<file path="src/rtl/manchester_serializer_if.sv">
// manchester_serializer_if: valid/ready word handshake into the serializer
//   in_data  : 16-bit encoded word, bit 15 sent first
//   in_valid : in_data is presented
//   in_ready : holding register empty (and serializer enabled)
interface manchester_serializer_if;
  logic [15:0] in_data;
  logic in_valid;
  logic in_ready;
  modport master (output in_data, in_valid, input in_ready);
  modport slave (input in_data, in_valid, output in_ready);
endinterface

</file>
<file path="src/rtl/manchester_serializer.sv">
// manchester_serializer: shifts 16-chip Manchester words onto a serial line, MSB first
//   clk, rst_n     : clock, asynchronous active-low reset
//   ena            : global enable, freezes all state when low
//   idle_level     : line level while no word is being sent
//   bus            : word handshake (in_data, in_valid, in_ready)
//   tx_out         : registered serial line
//   tx_active      : a word is being shifted
//   word_done      : one-cycle pulse after the final chip completes
module manchester_serializer #(
  parameter int HALF_BIT_CYCLES = 4
) (
  input  logic clk,
  input  logic rst_n,
  input  logic ena,
  input  logic idle_level,
  manchester_serializer_if.slave bus,
  output logic tx_out,
  output logic tx_active,
  output logic word_done
);
  typedef enum logic {IDLE, SHIFT} state_t;
  state_t state, n_state;
  logic [15:0] hold_data, n_hold_data, sh, n_sh;
  logic hold_valid, n_hold_valid, n_tx, wd_q, n_wd;
  logic [3:0] chip_idx, n_idx;
  logic [7:0] cyc, n_cyc;
  logic last_cyc;
  assign bus.in_ready = ~hold_valid & ena;
  assign tx_active = state == SHIFT;
  // The pulse register freezes with everything else; gating keeps the output low while disabled.
  assign word_done = wd_q & ena;
  assign last_cyc = cyc == 8'(HALF_BIT_CYCLES - 1);
  always_comb begin
    n_state = state;
    n_hold_data = bus.in_valid & bus.in_ready ? bus.in_data : hold_data;
    n_hold_valid = hold_valid | (bus.in_valid & bus.in_ready);
    n_sh = sh;
    n_idx = chip_idx;
    n_cyc = cyc;
    n_tx = tx_out;
    n_wd = 1'b0;
    if (state == SHIFT) begin
      n_cyc = last_cyc ? 8'd0 : cyc + 8'd1;
      if (last_cyc && chip_idx != 4'd15) begin
        n_idx = chip_idx + 4'd1;
        n_sh = sh << 1;
        n_tx = sh[14];
      end else if (last_cyc) begin
        n_wd = 1'b1;
        n_state = IDLE;
        n_tx = idle_level;
      end
    end else begin
      n_tx = idle_level;
    end
    // Reload from the holding register: from IDLE, or seamlessly at the end of the last chip.
    // Acceptance cannot coincide with this since in_ready is low while hold_valid is set.
    if (hold_valid && (state == IDLE || (last_cyc && chip_idx == 4'd15))) begin
      n_state = SHIFT;
      n_sh = hold_data;
      n_tx = hold_data[15];
      n_idx = 4'd0;
      n_cyc = 8'd0;
      n_hold_valid = 1'b0;
    end
  end
  always_ff @(posedge clk or negedge rst_n) begin
    if (!rst_n) begin
      state <= IDLE;
      hold_data <= '0;
      hold_valid <= 1'b0;
      sh <= '0;
      chip_idx <= '0;
      cyc <= '0;
      tx_out <= 1'b0;
      wd_q <= 1'b0;
    end else if (ena) begin
      state <= n_state;
      hold_data <= n_hold_data;
      hold_valid <= n_hold_valid;
      sh <= n_sh;
      chip_idx <= n_idx;
      cyc <= n_cyc;
      tx_out <= n_tx;
      wd_q <= n_wd;
    end
  end
endmodule
</file>
<file path="src/flat_wrapper.sv">
// flat-port wrapper written by rule: the top's interface ports become plain ports
module manchester_serializer_flat 
#(
  parameter int HALF_BIT_CYCLES = 4
)
  (clk, rst_n, ena, idle_level, tx_out, tx_active, word_done, bus_in_data, bus_in_valid, bus_in_ready);
  manchester_serializer_if bus_i ();
  input  logic clk;
  input  logic rst_n;
  input  logic ena;
  input  logic idle_level;
  output logic tx_out;
  output logic tx_active;
  output logic word_done;
  input wire logic [$bits(bus_i.in_data)-1:0] bus_in_data;
  input wire logic [$bits(bus_i.in_valid)-1:0] bus_in_valid;
  output wire logic [$bits(bus_i.in_ready)-1:0] bus_in_ready;
  assign bus_i.in_data = bus_in_data;
  assign bus_i.in_valid = bus_in_valid;
  assign bus_in_ready = bus_i.in_ready;
  manchester_serializer #(.HALF_BIT_CYCLES(HALF_BIT_CYCLES)) u_core (.clk(clk), .rst_n(rst_n), .ena(ena), .idle_level(idle_level), .bus(bus_i), .tx_out(tx_out), .tx_active(tx_active), .word_done(word_done));
endmodule
</file>
<file path="config.mk">
export PLATFORM = sky130hd
export DESIGN_NAME = manchester_serializer_flat
export DESIGN_NICKNAME = d
export VERILOG_FILES = /design/src/rtl/manchester_serializer_if.sv /design/src/rtl/manchester_serializer.sv /design/src/flat_wrapper.sv
export SDC_FILE = /design/constraint.sdc
export NUM_CORES = 1
export LEC_CHECK = 0
export ABC_AREA = 1
export CAP_MARGIN = 25
export CELL_PAD_IN_SITES_DETAIL_PLACEMENT = 1
export CELL_PAD_IN_SITES_GLOBAL_PLACEMENT = 1
export CORE_AREA = 2 2 89 91
export DETAILED_ROUTE_END_ITERATION = 8
export DIE_AREA = 0 0 91 93
export PLACE_DENSITY = 0.57
export SYNTH_ARGS = -nofsm -noshare
export SYNTH_HDL_FRONTEND = slang
export SYNTH_SLANG_ARGS = --single-unit
</file>
<file path="constraint.sdc">
create_clock -name clk -period 1.98 [get_ports clk]
set_clock_uncertainty 0.1 [all_clocks]
set_input_delay 0.297 -clock clk [delete_from_list [all_inputs] [get_ports clk]]
set_output_delay 0.297 -clock clk [all_outputs]
set_load 0.01 [all_outputs]
</file>
Word level (Yosys, flattened, before mapping)
Index checks and enable logic that the tools add are counted.
Cells by class
  $add $sub $neg: 2
  equal/unequal tests: 4
  multiplexer cells: 21
  bitwise gates (word level): 6
  reduce and logical (&&, ||, !) cells: 10
Operator list (count)
  $mux 15: 3
  $mux 8: 3
  $mux 1: 12
  $mux 4: 3
  $add 8x1->8 const B: 1
  $eq 8x2->1 const B: 1
  $ne 4x4->1 const B: 2
  $reduce_and 2->1: 3
  $add 4x1->4 const B: 1
  $eq 4x4->1 const B: 1
  $reduce_bool 2->1: 2
  $and 1x1->1: 3
  $logic_and 1x1->1: 3
  $reduce_and 3->1: 1
  $not 1->1: 2
  $logic_or 1x1->1: 1
  $or 1x1->1: 1
Storage, ports and cells
  register bits after elaboration: 47
  input port bits: 21
  output and inout bits: 4

Logic depth before layout (Yosys ltp)
Gate-level depths: netlist of run 1.
  word-level depth: 6
  gate-level depth with buffers: 11

Worst setup path before layout of run 1
No wires, ideal clock.
  kind: register -> register
  start: register u_core.cyc[0]
  end: register u_core.sh[13]
  arrival: 1435 ps
  setup slack: 329 ps
  stages on the path, launching flop included: 10
  path buffers: 1
  clock period less this slack: 1651 ps
  cells stage by stage: dfrtp_1 -> ha_1 -> nand2_1 -> nor2_4 -> nand2_4 -> nor2_4 -> nand2_2 -> buf_2 -> nand3_1 -> nand2_1
Between the ends
  longest elaborated chain between the ends: 6
  elaborated cells on any way between the ends: 9
  classes of those cells: eq/ne: 1; mux: 1; reduce/logical: 7
Ends and longest elaborated chain
  from (decl): line manchester_serializer.sv:26  | logic [7:0] cyc, n_cyc;
  from (signal assigned): line manchester_serializer.sv:83  | cyc <= n_cyc;
  $eq 8x2->1 *: line manchester_serializer.sv:32  | assign last_cyc = cyc == 8'(HALF_BIT_CYCLES - 1);
  $logic_and 1x1->1: line manchester_serializer.sv:58  | if (hold_valid && (state == IDLE || (last_cyc && chip_idx == 4'd15))) begin
  $logic_or 1x1->1: line manchester_serializer.sv:58
  $logic_and 1x1->1: line manchester_serializer.sv:58
  $reduce_bool 2->1 (no source line)
  $reduce_and 3->1 (no source line)
  to (signal assigned): line manchester_serializer.sv:81  | sh <= n_sh;
  to (decl): line manchester_serializer.sv:23  | logic [15:0] hold_data, n_hold_data, sh, n_sh;
Every way passes the cells marked *; elsewhere a longest branch is shown, timed or not.
A chain may end at the register's enable or synchronous reset.

Worst setup path in the final report of run 1
  start: register u_core.hold_valid
  end: output port bus_in_ready
Between the ends
  longest elaborated chain between the ends: 2
Ends and longest elaborated chain
  from (decl): line manchester_serializer.sv:24  | logic hold_valid, n_hold_valid, n_tx, wd_q, n_wd;
  from (signal assigned): line manchester_serializer.sv:80  | hold_valid <= n_hold_valid;
  $not 1->1: line manchester_serializer.sv:28  | assign bus.in_ready = ~hold_valid & ena;
  $and 1x1->1: line manchester_serializer.sv:28
  to (decl): line flat_wrapper.sv:17  | output wire logic [$bits(bus_i.in_ready)-1:0] bus_in_ready;
Every way passes these cells.

==> results of run 1 <==
[per-stage QoR]
step                cell area (sq um)  hold WS, ps
floorplan                        2360        -98.6
global placement                 2790          210
detailed placement               2790          208
CTS                              2890          395
global route                     2920          421
finish                           2920          398
[layout by cell type (no fill, tap or decap), types with 2 or more instances in the layout]
cell             instances
nand2_1                 81
dfrtp_1                 47
nand3_1                 36
clkdlybuf4s50_1         22
buf_4                   16
inv_1                   14
nor2_1                  10
mux2_1                   8
a21oi_1                  7
mux2_2                   7
inv_2                    5
nor2_4                   5
xor2_1                   5
nand4_1                  5
o21ai_0                  5
clkbuf_8                 5
nand2_4                  4
nand2_2                  2
inv_6                    2
buf_12                   2
[final timing paths]
check,end,slack [ps],cells past startpoint
setup / recovery,bus_in_ready,70,2
hold / removal,u_core.tx_out,400,3
setup reg to reg,u_core.cyc[7],130,9
hold reg to reg,u_core.hold_data[8],400,1
max in group asynchronous,u_core.tx_active,1160,3
min in group clk,u_core.hold_data[8],400,1
[routing by layer]
| layer | routed length (um) | part of all wire (%) | GRT usage (%) | vias to the layer above |
|---|---|---|---|---|
| li1 | - | - | - | 922 |
| met1 | 2590 | 48 | 18.1 | 925 |
| met2 | 2650 | 49 | 24.1 | 27 |
| met3 | 137 | 2.5 | 2.42 | 5 |
| met4 | 72 | 1.3 | 4.17 | 0 |
| met5 | 0 | 0 | 0 | - |
[cells by family (layout without fill, tap and decap cells)]
group	after synthesis	in the layout	share of synthesized area, %
AOI/OAI and AO/OA	14	14	3.66
buffers and inverters	30	71	6.16
DFF	47	47	49.9
muxes	15	15	7.17
xor gates and xnor gates	5	5	1.86
adders and majority gates	2	2	1.06
and+or+nand+nor	147	147	30.2
[power by group]
| part | switching (mW) | internal [mW] |
|---|---|---|
| Sequential | 0.106 | 1.09 |
| Combinational | 0.190 | 0.189 |
| Clock | 0.365 | 0.256 |
| Total | 0.661 | 1.53 |
[flip-flops by register name, summed over array words and instances (netlist names)]
| signal | flops |
|---|---|
| u_core.tx_out | 1 |
| u_core.hold_data | 16 |
| u_core.sh | 15 |
| u_core.tx_active | 1 |
| u_core.hold_valid | 1 |
| u_core.wd_q | 1 |
| u_core.cyc | 8 |
| u_core.chip_idx | 4 |
[layout make-up]
| class | count | area [sq um] | area share, % |
|---|---|---|---|
| Sequential cell | 47 | 1180 | 40.3 |
| Multi-Input combinational cell | 183 | 1040 | 35.7 |
| Timing Repair Buffer | 43 | 404 | 13.9 |
| Tap cell | 102 | 128 | 4.38 |
| Inverter | 20 | 75.1 | 2.57 |
| Clock buffer | 5 | 68.8 | 2.36 |
| Clock inverter | 3 | 22.5 | 0.772 |
[timing repair]
item / in CTS / in global routing
pin swaps: 0 / 1
hold buffers: 1 / 0
hold endpoints to repair: 47 / 0
gates resized for setup: 1 / 2
setup endpoints to repair: 1 / 15
setup buffers: 0 / 3
[worst min-delay path, stage by stage]
cell           delay [ps]
dlygate4sd3_1         520
buf_2                 120
buf_12                250
==> results.cfg, run 1 <==
[worst_setup_path]
crit_required_ps = 1580
cp-start-kind = register
crit_path_end_kind = output port
arrival_ps = 1510
path_cells = nor2_4 > clkdlybuf4s50_1
cpMaxStageDelayCell = clkdlybuf4s50_1
cp_max_fo = 4
critical-path-top-delay-family = buffers and inverters
path_class = register to output port
startpoint = u_core.hold_valid
cp_slowest_stage_delay_ps = 560
regToRegStartpoint = u_core.cyc[0]
cp.buffers_inverters = 1

[detailed_routing]
drtAntennaViolNets = 0
drc_errors = 0
first_pass_iters = 4
routed_wl_um = 5460
via_count = 1879
via_per_inst = 4.66
wl_per_cell_um = 13.5
drt_iter0_markers = 92

[grt]
grt-ovfl-total = 0
grt_pass1_vias = 1962
grt_pass1_wl_um = 9450
grt_max_degree = 48
antenna_found_initial = 0
track_usage_pct = 14.0

[hold_path]
hp-class = input pin to asynchronous set/reset pin

[die]
die-area_sq_um = 8460
core_area_sq_um = 7530
start_util_pct = 31.3
fp.dieW_um = 91
die_y_um = 93
io_pins = 25
num_rows = 32

[power_and_ir_drop]
p_leak_nw = 1.47
irDropWorstVdd_mv = 0.267
total_power_mw = 2.19
power.density_nw_per_um2 = 751

[outcome]
status = finished clean

[sta]
maxSlewViolCount = 0
tightest_slew_ps = 294
setup_violations = 0
worst_slack_ps = 72.9
fin_setup_tns_ps = 0
slew_headroom_pct = 80.4
hold_violations = 0
fin_crit_ps = 1910
max_freq_mhz = 524
finalCritPeriodShare_pct = 96.3

[cts]
cts_inserted_buffers = 5
cts_tree = done
cts.htree.levels = 2
clock_path_buffers = 2
path_clk_slew_ps = 90
cts_root_buf = clkbuf_8
clk-insertion-delay-late_ps = 310
clock-sinks = 47

[yosys]
synth_seq_cells = 47
synth-edff-count = 0
synth.most_common_cell = nand2_1
ys_seq_area_share_pct = 49.9
ys_top_cells_by_count = nand2_1 (81), dfrtp_1 (47), nand3_1 (36)
synth.area.top_cells = dfrtp_1 (50%), nand2_1 (13%), nand3_1 (7.6%), mux2_1 (3.8%), mux2_2 (3.3%)
ys.flop_type = dfrtp_1
yosys.area.top_type_share_pct = 49.9
synth_cells = 260
syn_nets = 283
syn_area_sq_um = 2360
synth_warnings = 0
synth_top_area_cell = dfrtp_1
yosysUniqueCellTypes = 29
async_flop_share_pct = 100
syn_area_per_cell_sq_um = 9.06

[layout]
fin_util_pct = 38.7
area_growth_pct = 23.8
final_cell_count_no_fill = 403
layout-drive-gt1-share_pct = 18.3
nNetsFinal = 323
num_antenna_cells = 0
num-fill-cells = 924

[flow_run]
max_cap_viol_count = 0

[placed_design]
placed_cells = 391
place.port_buffers = 24
place.gp.congestion = 0.730
hpwl_um = 3810
pre_cts_ws_ps = -45.7
(Power assumes the default switching activity.)
==> run 2: changes to the inputs <==
CORE_AREA = 2 2 81 83   (was 2 2 89 91)
DIE_AREA = 0 0 83 85   (was 0 0 91 93)
GPL_TIMING_DRIVEN = 0   (was unset)
PLACE_DENSITY = 0.68   (was 0.57)
clock period = 1.8 ns   (was 1.98 ns; I/O delays follow)
==> results.cfg, run 2 (same netlist as run 1, synthesis figures left out) <==
[outcome]
status = finished clean

[die]
die-area_sq_um = 7060
core_area_sq_um = 6200
start_util_pct = 38.0
die_y_um = 85
io_pins = 25
num_rows = 29
fp.dieW_um = 83

[power_and_ir_drop]
total_power_mw = 2.37
p_seq_share_pct = 55.1
p_switching_uw = 697
clkPwrFrac_pct = 26.4
swShare_pct = 29.4
power.density_nw_per_um2 = 778
p_leak_nw = 1.54
p_int_mw = 1.68
combPwrFrac_pct = 18.4
irDropWorstVdd_mv = 0.479

[cts]
cts_inserted_buffers = 5
cts_root_buf = clkbuf_8
clock-sinks = 47
path_clk_slew_ps = 90
cts.htree.levels = 2
cts_tree = done
clk-insertion-delay-late_ps = 300
clock_path_buffers = 2

[grt]
track_usage_pct = 17.4
antenna_found_initial = 0
grt_pass1_wl_um = 9760
grt_pass1_vias = 2090
grt_max_degree = 32
grt-ovfl-total = 0

[layout]
final_common_cell = nand2_1
final_cell_mix = nand2_1 (74), dfrtp_1 (46), nand3_1 (35)
nNetsFinal = 334
num_antenna_cells = 0
final_cell_count_no_fill = 389
layout-drive-gt1-share_pct = 23.4
area_growth_pct = 29.5
largest_registers = u_core.hold_data (16), u_core.sh (15), u_core.cyc (8)
top_register = u_core.hold_data
largest_register_ffs = 16

[worst_setup_path]
cp_max_fo = 7
crit_required_ps = 1940
arrival_ps = 1910
r2r_cells = 10
path_class = register to register
cp-start-kind = register
crit_path_end_kind = register

[detailed_routing]
wl_per_cell_um = 15.0
via_per_inst = 4.96
drtAntennaViolNets = 0
drc_errors = 0
via_count = 1929
drt_iter0_markers = 36
first_pass_iters = 4
routed_wl_um = 5840

[flow_run]
max_cap_viol_count = 0

[sta]
fin_hold_ws_ps = 323
rsz0062_at_grt = true
finalCritPeriodShare_pct = 98.2
fin_crit_ps = 1770
tightest_slew_ps = 419
maxSlewViolCount = 0
fin_setup_tns_ps = 0
setup_violations = 0
max_freq_mhz = 566
hold_violations = 0
slew_headroom_pct = 72.0

[placed_design]
hpwl_um = 3960
place.port_buffers = 24
placed_cells = 362
place.gp.congestion = 0.753

[hold_path]
hp-class = input pin to asynchronous set/reset pin
run 2: worst paths after layout:
kind | from | to | slack, ps
setup / recovery | u_core.cyc[1] | u_core.sh[4] | 30
hold / removal | rst_n | u_core.cyc[3] | 320
setup reg to reg | u_core.cyc[1] | u_core.sh[4] | 30
hold reg to reg | u_core.hold_data[0] | u_core.sh[0] | 390
max in group asynchronous | rst_n | u_core.tx_active | 760
min in group clk | u_core.hold_data[0] | u_core.sh[0] | 390
run 2: power by group through the flow:
stage          logic [mW]  clock network (mW)  registers [mW]
3_3_place_gp        0.368                   0            1.33
3_5_place_dp        0.390                   0            1.34
2_1_floorplan       0.271                   0            1.30
4_1_cts             0.427               0.651            1.31
5_1_grt             0.499               0.693            1.33
6_report            0.438               0.628            1.31
run 2: routing by layer:
metal / wire [um] / up-vias / GRT usage, %
met5: 0 / - / 0
met4: 128 / 0 / 6.41
met3: 179 / 12 / 4.09
met2: 2940 / 34 / 29.6
met1: 2590 / 935 / 21.5
li1: - / 948 / -
run 2: critical path, cell delays in order, from the launching register on:
cell and delay [ps]:
dfrtp_1 370, ha_2 210, nand2_2 70, nor2_4 160
nand3_4 140, nand2_8 110, nand3_4 140, nand2_8 140
clkbuf_16 150, nand2_2 60, nand2_1 50
run 2: final cells by class:
| type | count | area [sq um] |
|---|---|---|
| Clock inverter | 1 | 5.00 |
| Inverter | 20 | 75.1 |
| Tap cell | 77 | 96.3 |
| Clock buffer | 7 | 76.3 |
| Sequential cell | 47 | 1180 |
| Timing Repair Buffer | 44 | 424 |
| Multi-Input combinational cell | 183 | 1100 |
| Buffer | 10 | 95.1 |
| Fill cell | 726 | 3150 |
run 2: timing repair:
item / 4_1_cts / 5_1_grt
hold endpoints to repair: 16 / 0
gates cloned: 1 / 1
buffers inserted: 12 / 4
hold buffers: 1 / 0
setup endpoints to repair: 27 / 28
resized for setup: 12 / 21
pin swaps: 6 / 11
run 2: through the flow:
stage / instance area [sq um] / worst slack (ps) / utilization [%]
global route: 3050 / -59.0 / 49.2
CTS: 2930 / 5.36 / 47.2
detailed placement: 2710 / -312 / 43.6
global placement: 2690 / -1160 / 43.4
finish: 3050 / 32.6 / 49.2
floorplan: 2360 / 149 / -
==> run 3: changes to the inputs <==
CTS_BUF_LIST = sky130_fd_sc_hd__clkbuf_16   (was unset)
==> results.cfg, run 3 (same netlist as run 1, synthesis figures left out) <==
[layout]
final_cell_mix = nand2_1 (62), dfrtp_1 (46), nand3_1 (34)
num_antenna_cells = 0
final_cell_count_no_fill = 392
top_register = u_core.hold_data
final_common_cell = nand2_1
nNetsFinal = 337
area_growth_pct = 33.9
num-fill-cells = 704
largest_register_ffs = 16
layout-drive-gt1-share_pct = 28.3
fin_util_pct = 50.9
largest_registers = u_core.hold_data (16), u_core.sh (15), u_core.cyc (8)

[die]
start_util_pct = 38.0
io_pins = 25
num_rows = 29
die-area_sq_um = 7060
die_y_um = 85
core_area_sq_um = 6200
fp.dieW_um = 83

[detailed_routing]
via_per_inst = 4.98
via_count = 1951
drc_errors = 0
first_pass_iters = 4
wl_per_cell_um = 15.4
drt_iter0_markers = 59
routed_wl_um = 6040
drtAntennaViolNets = 0

[grt]
grt_max_degree = 32
antenna_found_initial = 0
grt.met1_usage_pct = 22.2
grt-ovfl-total = 0
use_met3_pct = 4.18
grt_pass1_wl_um = 9620
met2_usage_pct = 28.5
track_usage_pct = 17.0
gr-max-usage-layer = met2
grt_pass1_vias = 2022

[power_and_ir_drop]
p_leak_nw = 1.61
irDropWorstVdd_mv = 0.456
power.density_nw_per_um2 = 838
total_power_mw = 2.65

[sta]
finalCritPeriodShare_pct = 98.0
rsz0062_at_grt = true
fin_hold_ws_ps = 342
slew_headroom_pct = 72.2
maxSlewViolCount = 0
tightest_slew_ps = 417
hold_violations = 0
setup_violations = 0
worst_slack_ps = 36.7
fin_crit_ps = 1760
max_freq_mhz = 567

[cts]
cts_inserted_buffers = 5
cts_tree = done
cts.htree.levels = 2
clock_path_buffers = 2
cts_root_buf = clkbuf_16
clk-insertion-delay-late_ps = 290
clock-sinks = 47
path_clk_slew_ps = 70

[worst_setup_path]
critical-path-top-delay-family = simple AND/OR/NAND/NOR gates
arrival_ps = 1890
cp-start-kind = register
path_class = register to register
crit_required_ps = 1930
cp_max_fo = 7
cp_slowest_stage_delay_ps = 360
crit_path_end_kind = register
cp.buffers_inverters = 1
path_cells = ha_2 > nand2_2 > nor2_4 > nand3_4 > nand2_4 > nand3_4 > nand2_8 > clkbuf_16 > nand2_2 > nand2_1
cpMaxStageDelayCell = dfrtp_1

[outcome]
status = finished clean

[placed_design]
place.port_buffers = 24
place.gp.congestion = 0.753
placed_cells = 362
pre_cts_ws_ps = -312
hpwl_um = 3960

[flow_run]
max_cap_viol_count = 0

[hold_path]
hp-class = input pin to asynchronous set/reset pin
run 3: cell type report:
type	count	area [sq um]	share of cell area (%)
flip-flops and latches	47	1180	37.3
multi-input cells	183	1140	36.1
repair buffers	47	435	13.8
clock buffers	5	125	3.97
well taps	77	96.3	3.05
plain buffers	10	95.1	3.01
inverters	20	75.1	2.38
clock inverters	3	12.5	0.397
run 3: repair_timing:
item,in CTS,in global routing
gates resized for setup,9,35
endpoints found under the hold margin,16,0
gates cloned,0,2
pin swaps,5,17
setup endpoints to repair,27,26
hold buffers,1,0
buffers inserted,11,8
run 3: routing by layer:
metal,part of all wire (%),vias to the layer above
li1,-,951
met1,44,964
met2,52,26
met3,2.2,10
met4,1.6,0
met5,0,-
run 3: where the power goes:
| part | switching [mW] | total [mW] | internal (mW) |
|---|---|---|---|
| logic | 0.226 | 0.438 | 0.212 |
| clock network | 0.393 | 0.896 | 0.503 |
| registers | 0.116 | 1.31 | 1.20 |
run 3: per-stage QoR:
stage / TNS, ps / cell area (sq um)
floorplan: 0 / 2360
global placement: -60500 / 2690
detailed placement: -6540 / 2710
CTS: 0 / 2960
global route: -768 / 3160
finish: 0 / 3160
run 3: final timing paths:
kind	from	end	slack (ps)	cells past startpoint
worst max-delay path	u_core.cyc[1]	u_core.sh[4]	40	10
min in group clk	u_core.hold_data[0]	u_core.sh[0]	380	2
worst max register to register	u_core.cyc[1]	u_core.sh[4]	40	10
max in group asynchronous	rst_n	u_core.tx_active	740	3
worst min register to register	u_core.hold_data[0]	u_core.sh[0]	380	2
worst min-delay path	rst_n	u_core.cyc[3]	340	2
